## config.mk

```make
export PLATFORM = sky130hd
export DESIGN_NAME = vga_timing_gen_flat
export DESIGN_NICKNAME = d
export VERILOG_FILES = /design/src/rtl/vga_timing_pkg.sv /design/src/rtl/vga_timing_gen_if.sv /design/src/rtl/vga_axis_counter.sv /design/src/rtl/vga_timing_gen.sv /design/src/flat_wrapper.sv
export SDC_FILE = /design/constraint.sdc
export NUM_CORES = 1
export LEC_CHECK = 0
export CAP_MARGIN = 10
export CORE_ASPECT_RATIO = 1.75
export CORE_MARGIN = 2
export CORE_UTILIZATION = 44
export DETAILED_ROUTE_END_ITERATION = 8
export GPL_TIMING_DRIVEN = 0
export PLACE_DENSITY = 0.78
export SKIP_CTS_REPAIR_TIMING = 1
export SYNTH_ARGS = -nofsm -noshare
export SYNTH_HDL_FRONTEND = slang
export SYNTH_SLANG_ARGS = --single-unit
export TNS_END_PERCENT = 100
```

## constraint.sdc

```tcl
create_clock -name clk25 -period 2.7 [get_ports clk25]
set_input_delay 0.54 -clock clk25 [delete_from_list [all_inputs] [get_ports clk25]]
set_output_delay 0.54 -clock clk25 [all_outputs]
set_load 0.005 [all_outputs]
```

## src/rtl/vga_timing_pkg.sv

```systemverilog
// Shared constants for the VGA raster generator: 640x480@60 defaults, axis totals and
// the colour-bar lookup used by the optional test pattern.
package vga_timing_pkg;

  localparam int unsigned DefHActive = 640;
  localparam int unsigned DefHFp     = 16;
  localparam int unsigned DefHSync   = 96;
  localparam int unsigned DefHBp     = 48;
  localparam int unsigned DefVActive = 480;
  localparam int unsigned DefVFp     = 10;
  localparam int unsigned DefVSync   = 2;
  localparam int unsigned DefVBp     = 33;
  localparam int unsigned DefColorW  = 4;
  localparam int unsigned DefCntW    = 10;

  // Colour bars: bar index bit k drives one channel fully on or off.
  localparam int unsigned NumBars     = 8;
  localparam int unsigned BarBlueBit  = 0;
  localparam int unsigned BarGreenBit = 1;
  localparam int unsigned BarRedBit   = 2;

  function automatic int unsigned h_total(input int unsigned active, input int unsigned fp,
                                          input int unsigned sync, input int unsigned bp);
    return active + fp + sync + bp;
  endfunction

  function automatic int unsigned v_total(input int unsigned active, input int unsigned fp,
                                          input int unsigned sync, input int unsigned bp);
    return active + fp + sync + bp;
  endfunction

  function automatic logic [2:0] bar_index(input int unsigned x, input int unsigned active);
    int unsigned idx;
    idx = (x * NumBars) / active;
    return 3'(idx);
  endfunction

endpackage

```

## src/rtl/vga_timing_gen_if.sv

```systemverilog
// Pixel-source / DAC-side signal bundle of the VGA timing generator.
// With VGA_TEST_PATTERN_EN defined the bundle carries an extra test_mode input.
interface vga_timing_gen_if
  import vga_timing_pkg::*;
#(
  parameter int unsigned COLOR_W = DefColorW,
  parameter int unsigned CNT_W   = DefCntW
);

  logic [3*COLOR_W-1:0] rgb_in;
  logic [CNT_W-1:0]     pix_x;
  logic [CNT_W-1:0]     pix_y;
  logic                 pix_active;
  logic [COLOR_W-1:0]   red_out;
  logic [COLOR_W-1:0]   green_out;
  logic [COLOR_W-1:0]   blue_out;
  logic                 hSync;
  logic                 vSync;
  logic                 line_start;
  logic                 frame_start;

`ifdef VGA_TEST_PATTERN_EN
  logic                 test_mode;

  modport master (
    input  rgb_in, test_mode,
    output pix_x, pix_y, pix_active, red_out, green_out, blue_out,
    output hSync, vSync, line_start, frame_start
  );

  modport slave (
    output rgb_in, test_mode,
    input  pix_x, pix_y, pix_active, red_out, green_out, blue_out,
    input  hSync, vSync, line_start, frame_start
  );
`else
  modport master (
    input  rgb_in,
    output pix_x, pix_y, pix_active, red_out, green_out, blue_out,
    output hSync, vSync, line_start, frame_start
  );

  modport slave (
    output rgb_in,
    input  pix_x, pix_y, pix_active, red_out, green_out, blue_out,
    input  hSync, vSync, line_start, frame_start
  );
`endif

endinterface

```

## src/rtl/vga_axis_counter.sv

```systemverilog
// One raster axis: wrapping counter with active-region and sync-window decode.
// Advances only when tick is high; wrap flags the tick that returns the count to 0.
module vga_axis_counter
  import vga_timing_pkg::*;
#(
  parameter int unsigned ACTIVE = DefHActive,
  parameter int unsigned FP     = DefHFp,
  parameter int unsigned SYNC   = DefHSync,
  parameter int unsigned BP     = DefHBp,
  parameter bit          POL    = 1'b0,
  parameter int unsigned CNT_W  = DefCntW
) (
  input  logic             clk25,
  input  logic             rst,
  input  logic             tick,
  output logic [CNT_W-1:0] cnt,
  output logic             wrap,
  output logic             active,
  output logic             sync_raw
);

  localparam int unsigned Total = h_total(ACTIVE, FP, SYNC, BP);

  localparam logic [CNT_W-1:0] LastCnt   = CNT_W'(Total - 1);
  localparam logic [CNT_W-1:0] ActiveEnd = CNT_W'(ACTIVE);
  localparam logic [CNT_W-1:0] SyncStart = CNT_W'(ACTIVE + FP);
  localparam logic [CNT_W-1:0] SyncLast  = CNT_W'(ACTIVE + FP + SYNC - 1);

  logic [CNT_W-1:0] cnt_q, cnt_d;
  logic             at_last;
  logic             in_sync;

  assign at_last = (cnt_q == LastCnt);

  always_comb begin
    cnt_d = cnt_q;
    if (tick) begin
      cnt_d = at_last ? '0 : cnt_q + CNT_W'(1);
    end
  end

  always_ff @(posedge clk25) begin
    if (rst) begin
      cnt_q <= '0;
    end else begin
      cnt_q <= cnt_d;
    end
  end

  // Inclusive upper bound keeps the compare inside CNT_W even when BP is 0.
  assign in_sync  = (cnt_q >= SyncStart) && (cnt_q <= SyncLast);
  assign cnt      = cnt_q;
  assign wrap     = tick && at_last;
  assign active   = (cnt_q < ActiveEnd);
  assign sync_raw = in_sync ? POL : ~POL;

endmodule

```

## src/rtl/vga_timing_gen.sv

```systemverilog
// VGA raster timing generator with a one-cycle registered DAC/sync output stage.
// Define VGA_TEST_PATTERN_EN to add test_mode, which replaces rgb_in with 8 colour bars.
module vga_timing_gen
  import vga_timing_pkg::*;
#(
  parameter int unsigned H_ACTIVE   = DefHActive,
  parameter int unsigned H_FP       = DefHFp,
  parameter int unsigned H_SYNC     = DefHSync,
  parameter int unsigned H_BP       = DefHBp,
  parameter int unsigned V_ACTIVE   = DefVActive,
  parameter int unsigned V_FP       = DefVFp,
  parameter int unsigned V_SYNC     = DefVSync,
  parameter int unsigned V_BP       = DefVBp,
  parameter bit          H_SYNC_POL = 1'b0,
  parameter bit          V_SYNC_POL = 1'b0,
  parameter int unsigned COLOR_W    = DefColorW,
  parameter int unsigned CNT_W      = DefCntW
) (
  input  logic             clk25,
  input  logic             rst,
  vga_timing_gen_if.master vga
);

  logic [CNT_W-1:0] h_cnt, v_cnt;
  logic             h_wrap, v_wrap;
  logic             h_active, v_active;
  logic             h_sync_raw, v_sync_raw;
  logic             pix_active;

  vga_axis_counter #(
    .ACTIVE (H_ACTIVE),
    .FP     (H_FP),
    .SYNC   (H_SYNC),
    .BP     (H_BP),
    .POL    (H_SYNC_POL),
    .CNT_W  (CNT_W)
  ) u_h_axis (
    .clk25    (clk25),
    .rst      (rst),
    .tick     (1'b1),
    .cnt      (h_cnt),
    .wrap     (h_wrap),
    .active   (h_active),
    .sync_raw (h_sync_raw)
  );

  vga_axis_counter #(
    .ACTIVE (V_ACTIVE),
    .FP     (V_FP),
    .SYNC   (V_SYNC),
    .BP     (V_BP),
    .POL    (V_SYNC_POL),
    .CNT_W  (CNT_W)
  ) u_v_axis (
    .clk25    (clk25),
    .rst      (rst),
    .tick     (h_wrap),
    .cnt      (v_cnt),
    .wrap     (v_wrap),
    .active   (v_active),
    .sync_raw (v_sync_raw)
  );

  assign pix_active     = h_active & v_active;
  assign vga.pix_x      = h_cnt;
  assign vga.pix_y      = v_cnt;
  assign vga.pix_active = pix_active;

  logic [3*COLOR_W-1:0] pix_rgb, rgb_d, rgb_q;

`ifdef VGA_TEST_PATTERN_EN
  logic [2:0] bar;

  assign bar = bar_index(32'(h_cnt), H_ACTIVE);

  always_comb begin
    pix_rgb = vga.rgb_in;
    if (vga.test_mode) begin
      pix_rgb = {{COLOR_W{bar[BarRedBit]}}, {COLOR_W{bar[BarGreenBit]}},
                 {COLOR_W{bar[BarBlueBit]}}};
    end
  end
`else
  assign pix_rgb = vga.rgb_in;
`endif

  always_comb begin
    rgb_d = pix_active ? pix_rgb : '0;
  end

  logic hsync_q, vsync_q;
  logic sol_q, sof_q;
  logic line_start_q, frame_start_q;

  // sol_q/sof_q mark that the counters currently sit on h=0 / (h=0,v=0); they are
  // set by reset (raster restarts at origin) and by the wrap that lands there.
  always_ff @(posedge clk25) begin
    if (rst) begin
      rgb_q         <= '0;
      hsync_q       <= ~H_SYNC_POL;
      vsync_q       <= ~V_SYNC_POL;
      sol_q         <= 1'b1;
      sof_q         <= 1'b1;
      line_start_q  <= 1'b0;
      frame_start_q <= 1'b0;
    end else begin
      rgb_q         <= rgb_d;
      hsync_q       <= h_sync_raw;
      vsync_q       <= v_sync_raw;
      sol_q         <= h_wrap;
      sof_q         <= v_wrap;
      line_start_q  <= sol_q;
      frame_start_q <= sof_q;
    end
  end

  assign vga.red_out     = rgb_q[3*COLOR_W-1 -: COLOR_W];
  assign vga.green_out   = rgb_q[2*COLOR_W-1 -: COLOR_W];
  assign vga.blue_out    = rgb_q[COLOR_W-1 -: COLOR_W];
  assign vga.hSync       = hsync_q;
  assign vga.vSync       = vsync_q;
  assign vga.line_start  = line_start_q;
  assign vga.frame_start = frame_start_q;

endmodule

```

## src/flat_wrapper.sv

```systemverilog
// flat-port wrapper written by rule: the top's interface ports become plain ports
module vga_timing_gen_flat import vga_timing_pkg::*;
#(
  parameter int unsigned H_ACTIVE   = DefHActive,
  parameter int unsigned H_FP       = DefHFp,
  parameter int unsigned H_SYNC     = DefHSync,
  parameter int unsigned H_BP       = DefHBp,
  parameter int unsigned V_ACTIVE   = DefVActive,
  parameter int unsigned V_FP       = DefVFp,
  parameter int unsigned V_SYNC     = DefVSync,
  parameter int unsigned V_BP       = DefVBp,
  parameter bit          H_SYNC_POL = 1'b0,
  parameter bit          V_SYNC_POL = 1'b0,
  parameter int unsigned COLOR_W    = DefColorW,
  parameter int unsigned CNT_W      = DefCntW
)
  (clk25, rst, vga_rgb_in, vga_pix_x, vga_pix_y, vga_pix_active, vga_red_out, vga_green_out, vga_blue_out, vga_hSync, vga_vSync, vga_line_start, vga_frame_start);
  vga_timing_gen_if #(.COLOR_W(COLOR_W), .CNT_W(CNT_W)) vga_i ();
  input  logic clk25;
  input  logic rst;
  input wire logic [$bits(vga_i.rgb_in)-1:0] vga_rgb_in;
  output wire logic [$bits(vga_i.pix_x)-1:0] vga_pix_x;
  output wire logic [$bits(vga_i.pix_y)-1:0] vga_pix_y;
  output wire logic [$bits(vga_i.pix_active)-1:0] vga_pix_active;
  output wire logic [$bits(vga_i.red_out)-1:0] vga_red_out;
  output wire logic [$bits(vga_i.green_out)-1:0] vga_green_out;
  output wire logic [$bits(vga_i.blue_out)-1:0] vga_blue_out;
  output wire logic [$bits(vga_i.hSync)-1:0] vga_hSync;
  output wire logic [$bits(vga_i.vSync)-1:0] vga_vSync;
  output wire logic [$bits(vga_i.line_start)-1:0] vga_line_start;
  output wire logic [$bits(vga_i.frame_start)-1:0] vga_frame_start;
  assign vga_i.rgb_in = vga_rgb_in;
  assign vga_pix_x = vga_i.pix_x;
  assign vga_pix_y = vga_i.pix_y;
  assign vga_pix_active = vga_i.pix_active;
  assign vga_red_out = vga_i.red_out;
  assign vga_green_out = vga_i.green_out;
  assign vga_blue_out = vga_i.blue_out;
  assign vga_hSync = vga_i.hSync;
  assign vga_vSync = vga_i.vSync;
  assign vga_line_start = vga_i.line_start;
  assign vga_frame_start = vga_i.frame_start;
  vga_timing_gen #(.H_ACTIVE(H_ACTIVE), .H_FP(H_FP), .H_SYNC(H_SYNC), .H_BP(H_BP), .V_ACTIVE(V_ACTIVE), .V_FP(V_FP), .V_SYNC(V_SYNC), .V_BP(V_BP), .H_SYNC_POL(H_SYNC_POL), .V_SYNC_POL(V_SYNC_POL), .COLOR_W(COLOR_W), .CNT_W(CNT_W)) u_core (.clk25(clk25), .rst(rst), .vga(vga_i));
endmodule
```

# Word-level counts from Yosys, hierarchy flattened
# Index checks and enable logic that the tools add are counted.
# word_totals
rom_bits,0
out_inout_bits,37
word_cells,29
ramBits,0
latch_bits,0
regBits,38
memories,0
# op_classes
n_shift,0
n_eq_ne,2
n_addsub,2
n_lt_le_gt_ge,6
n_mul,0
div,0
n_reduce_logical,5
bitwise,2
mux,3
# op_table
operator,count
adder 10 x 1 -> 10 bit (second input constant),2
== test 10 bit (second input constant),2
>= comparator 10 bit (second input constant),1
>= comparator 10 x 9 -> 1 bit (second input constant),1
less-or-equal comparator 10 bit (second input constant),1
less-or-equal comparator 10 x 9 -> 1 bit (second input constant),1
less-than comparator 10 bit (second input constant),1
less-than comparator 10 x 9 -> 1 bit (second input constant),1
2-to-1 mux 10 bit,1
OR reduction 2 bit,2
logical AND 1 bit,3
2-to-1 mux 1 bit,2
AND 1 bit,1
NOT 1 bit,1

# Longest topological paths before layout
# depth
word_depth,4
ltp_mapped,6
mapped_depth_nobuf,6

# Modules after synthesis
# From an unflattened synthesis, not the netlist that was laid out.
# hier_totals
cells_unflattened,166
hier_area_um2,1640.3
# by_module_without_submodules
module,area_per_inst_um2,n_inst,seq_area_each_um2,cells_per_inst
vga_axis_counter (u_core.u_h_axis),553.0,1,200.2,65
vga_timing_gen,549.3,1,360.3,41
vga_axis_counter (u_core.u_v_axis),538.0,1,200.2,60

# Worst setup path before layout
# OpenSTA, ideal clock, no wires.
# synth_timing
kind,register to register
from,"register u_core.u_h_axis.cnt_q[0], in the netlist u_core.u_h_axis.cnt[0]"
to,"register u_core.u_v_axis.cnt_q[8], in the netlist u_core.u_v_axis.cnt[8]"
path_slack_ns,0.742
synth_period_minus_slack_ns,1.958
path_stages_with_launch,6
path_buffers,0
arrival_ns,1.888
path_cell_list,dfxtp_1 -> ha_1 -> nand4_4 -> or4_4 -> or4_1 -> a21oi_1
# synth_via
elab_chain_cells,1
# synth_rtl
item,line_no,source
start: declaration,vga_axis_counter.sv:29,"logic [CNT_W-1:0] cnt_q, cnt_d;"
start signal: assignment,vga_axis_counter.sv:46,cnt_q <= cnt_d;
== test 10 bit,vga_axis_counter.sv:33,assign at_last = (cnt_q == LastCnt);
end signal: assignment,vga_axis_counter.sv:46,
end: declaration,vga_axis_counter.sv:29,
# No other way between the ends.
# A chain may end at the register's enable or synchronous reset.

# Worst setup path after layout
# layout_timing
from,"register u_core.u_v_axis.cnt_q[6], in the netlist u_core.u_v_axis.cnt[6]"
to,output vga_pix_active
# layout_via
elab_chain_cells,2
# layout_rtl
item,line_no,source
less-than comparator 10 x 9 -> 1 bit,vga_axis_counter.sv:54,assign active = (cnt_q < ActiveEnd);
AND 1 bit,vga_timing_gen.sv:64,assign pix_active = h_active & v_active;
end: declaration,flat_wrapper.sv:24,output wire logic [$bits(vga_i.pix_active)-1:0] vga_pix_active;
# No other way between the ends.

==> flow_metrics.py <==
metrics = {
    "critical_path": {
        "startpoint_type": "flip-flop",
        "crit_path_kind": "reg -> out",
        "reg_to_reg_critical_path_startpoint": "u_core.u_h_axis.cnt[0]$_SDFF_PP0_",
        "crit-reg2reg-capture": "u_core.u_v_axis.cnt[6]$_SDFFE_PP0P_",
        "worst-endpoint-required_ps": 2160,
        "cpPeakStageDelay_ps": 440,
        "critPathMaxFanout": 6,
        "worstPathArrival_ps": 1610,
        "cp_slowest_cell": "dfxtp_1",
        "ff2ff_setup_slack_ps": 600,
        "worstSetupEndpointType": "output port",
        "worstPathCellList": "nand4_1 -> nand2_1 -> nor2_1 -> clkdlybuf4s50_1",
        "setup.worst_path.start": "u_core.u_v_axis.cnt[6]$_SDFFE_PP0P_",
        "rr_worst_depth": 5,
        "worst_setup_path_endpoint": "vga_pix_active",
    },
    "synthesis": {
        "synthTopCellsByArea": "dfxtp_1, and2_1, xnor2_1",
        "netlist.area_leader.share_pct": 51.0,
        "postSynthRegisterBits": 38,
        "seq_area_frac_synth_pct": 51.0,
        "synth_warnings": 0,
        "synth_fp_nets": 173,
        "ys_types": 31,
        "syn-instance-count": 154,
        "ys_async_sr_fraction_pct": 0,
        "post_synth_most_frequent_cells": "dfxtp_1, nor2_1, and2_1",
        "synth_ff_type": "dfxtp_1",
        "synth_edf_count": 0,
        "most_used_standard_cell_by_instance_count_after_synthesis": "dfxtp_1",
        "postSynthAreaPerCell_um2": 9.69,
        "netlist_area_um2": 1490,
        "synth.largest_area_cell": "dfxtp_1",
    },
    "layout": {
        "area_growth_syn_to_layout_pct": 44.6,
        "post-route-cell-area_um2": 2160,
        "n_antenna_cell": 0,
        "fin_nets": 230,
        "fraction_of_layout_instances_using_a_drive_strength_above_1_pct": 6.13,
        "largest_reg_flops": 12,
        "biggest_register": "u_core.rgb_q",
    },
    "floorplanning": {
        "io_pins": 51,
        "floorplan.die.width_um": 48.0,
        "core-area_um2": 3330,
        "initial_core_util_pct": 44.8,
        "chipHeight_um": 81.1,
        "dieArea_um2": 3890,
        "rows": 28,
    },
    "sta": {
        "clock.fmax_mhz": 466,
        "period_minus_slack_ps": 2150,
        "slew_violations": 0,
        "clock_tree_skew_after_final_layout_ps": 8.10,
        "slew_headroom_pct": 62.5,
        "timing_worst_slew_pin_value_ps": 561,
        "grt_setup_unrepaired": "no",
        "fin_tns_setup_ps": 0,
        "timing_hold_violations_final": 0,
        "report.final.setup_viol": 0,
        "final.period_utilization_pct": 79.5,
    },
    "global_routing": {
        "grt_use_total_pct": 20.0,
        "grt_start_max_net_pins": 13,
        "vias_in_the_first_global_route": 1217,
        "grt_antenna_before_repair": 0,
        "grt_first_pass_wirelength_um": 5610,
        "gr-total-overflow": 0,
    },
    "cts": {
        "clockBufferDepth": 2,
        "clock_sink_count": 38,
        "clk_latency_ps": 290,
        "h_tree_lvls": 2,
        "cts_tree": "built",
        "cts-root-buf": "clkbuf_8",
        "worst_setup_hold_path_clk_slew_ps": 70,
        "cts_buffers": 5,
    },
    "detailed_routing": {
        "drc_errors": 0,
        "drt-initial-drc-count": 10,
        "detailroute.wirelength.met3_um": 123,
        "top_layer_reached_by_signal_wires": "met4",
        "detail_route.wl_per_cell_um": 13.0,
        "route.met2.wl_um": 1830,
        "wl_met1_um": 1310,
        "drtAntennaViolNets": 0,
        "vias": 1263,
        "route.detailed.vias_per_inst": 4.91,
        "drt_first_pass_iters": 4,
        "routed_wl_um": 3340,
    },
    "power_and_ir_drop": {
        "leakagePower_nw": 0.777,
        "irDropWorstVdd_mv": 0.517,
        "power-per-cell-area_nw_per_um2": 523,
    },
    "placed_design": {
        "dpl.hpwl_um": 2510,
        "routabilityCongestion": 0.831,
        "placement.io_buffers": 50,
        "placed_instance_area_um2": 2050,
    },
    "run": {
        "drv_cap": 0,
    },
    "hold_path": {
        "hold_path.class": "reg -> reg",
        "min_delay_path_depth": 1,
    },
    "status": {
        "outcome": "finished clean",
    },
}
-- cell type report --
type | instances | area [µm²]
fillers | 284 | 1170
flip-flops and latches | 38 | 761
multi-input cells | 105 | 691
repair buffers | 50 | 500
clock buffers | 5 | 68.8
well taps | 45 | 56.3
clock inverters | 3 | 40.0
inverters | 8 | 30.0
plain buffers | 3 | 11.3
-- worst min-delay path by stage --
stage	to	slack (ps)	start
6_report	u_core.vga.line_start$_SDFF_PP0_	440	u_core.sol_q$_SDFF_PP1_
3_3_place_gp	u_core.vga.line_start$_SDFF_PP0_	420	u_core.sol_q$_SDFF_PP1_
3_5_place_dp	u_core.vga.line_start$_SDFF_PP0_	430	u_core.sol_q$_SDFF_PP1_
4_1_cts	u_core.vga.line_start$_SDFF_PP0_	440	u_core.sol_q$_SDFF_PP1_
5_1_grt	u_core.vga.line_start$_SDFF_PP0_	470	u_core.sol_q$_SDFF_PP1_
2_1_floorplan	u_core.vga.frame_start$_SDFF_PP0_	410	u_core.sof_q$_SDFF_PP1_
-- worst max-delay path: cells and delay by family (launching register included) --
family | cells | cell delay [ps]
and+or+nand+nor | 3 | 440
buffers and inverters | 1 | 440
DFF | 1 | 440
-- cell families after synthesis --
group | Yosys count | synth area share (%)
AND/OR/NAND/NOR | 76 | 30.1
flip-flops | 38 | 51.0
adder cells (fa/ha/maj) | 5 | 4.19
buffers and inverters | 11 | 2.77
AO/OA/AOI/OAI | 10 | 3.69
XOR/XNOR | 13 | 7.63
multiplexers | 1 | 0.671
-- where the power goes --
part           switching, mW  internal, mW  total, mW
clock network          0.196         0.272      0.468
logic                 0.0245        0.0504     0.0749
registers            0.00916         0.577      0.586
-- layer usage --
metal  up-vias  track usage, %
met1       583            24.1
li1        638               -
met3         7            5.11
met5         -               0
met2        35            32.1
met4         0            8.92
-- cells in the final DEF (no fill, tap or decap) --
cell,Yosys,final
clkdlybuf4s50_1,0,50
dfxtp_1,38,38
nor2_1,18,18
and2_1,12,12
inv_1,8,8
nand3_1,8,8
xnor2_1,8,8
nand4_1,6,6
nand2_1,5,5
a21oi_1,5,5
xor2_1,5,5
ha_1,5,5
clkbuf_8,0,5
or3_1,4,4
nor3_1,4,4
nor2b_1,4,4
o21ai_0,3,3
or4_1,3,3
clkbuf_1,3,3
nor4_1,2,2
clkinv_2,0,2
nand4_4,1,1
or3_4,1,1
o21bai_1,1,1
nand2b_1,1,1
and3_1,1,1
and4_1,1,1
nor4_2,1,1
nor3b_1,1,1
or4b_2,1,1
nor4bb_1,1,1
or4_4,1,1
o31ai_1,1,1
mux2i_1,1,1
bufinv_16,0,1
-- stage by stage --
step	utilization (%)	power [mW]	hold WS (ps)	worst slack, ps	cells
6_report	64.8	1.13	439	552	257
5_1_grt	64.8	1.18	467	399	257
4_1_cts	64.8	1.14	444	542	257
3_5_place_dp	61.6	0.674	427	521	249
3_3_place_gp	61.6	0.672	425	522	249
2_1_floorplan	-	0.620	414	742	154
Power figures use the tool's default switching activity.
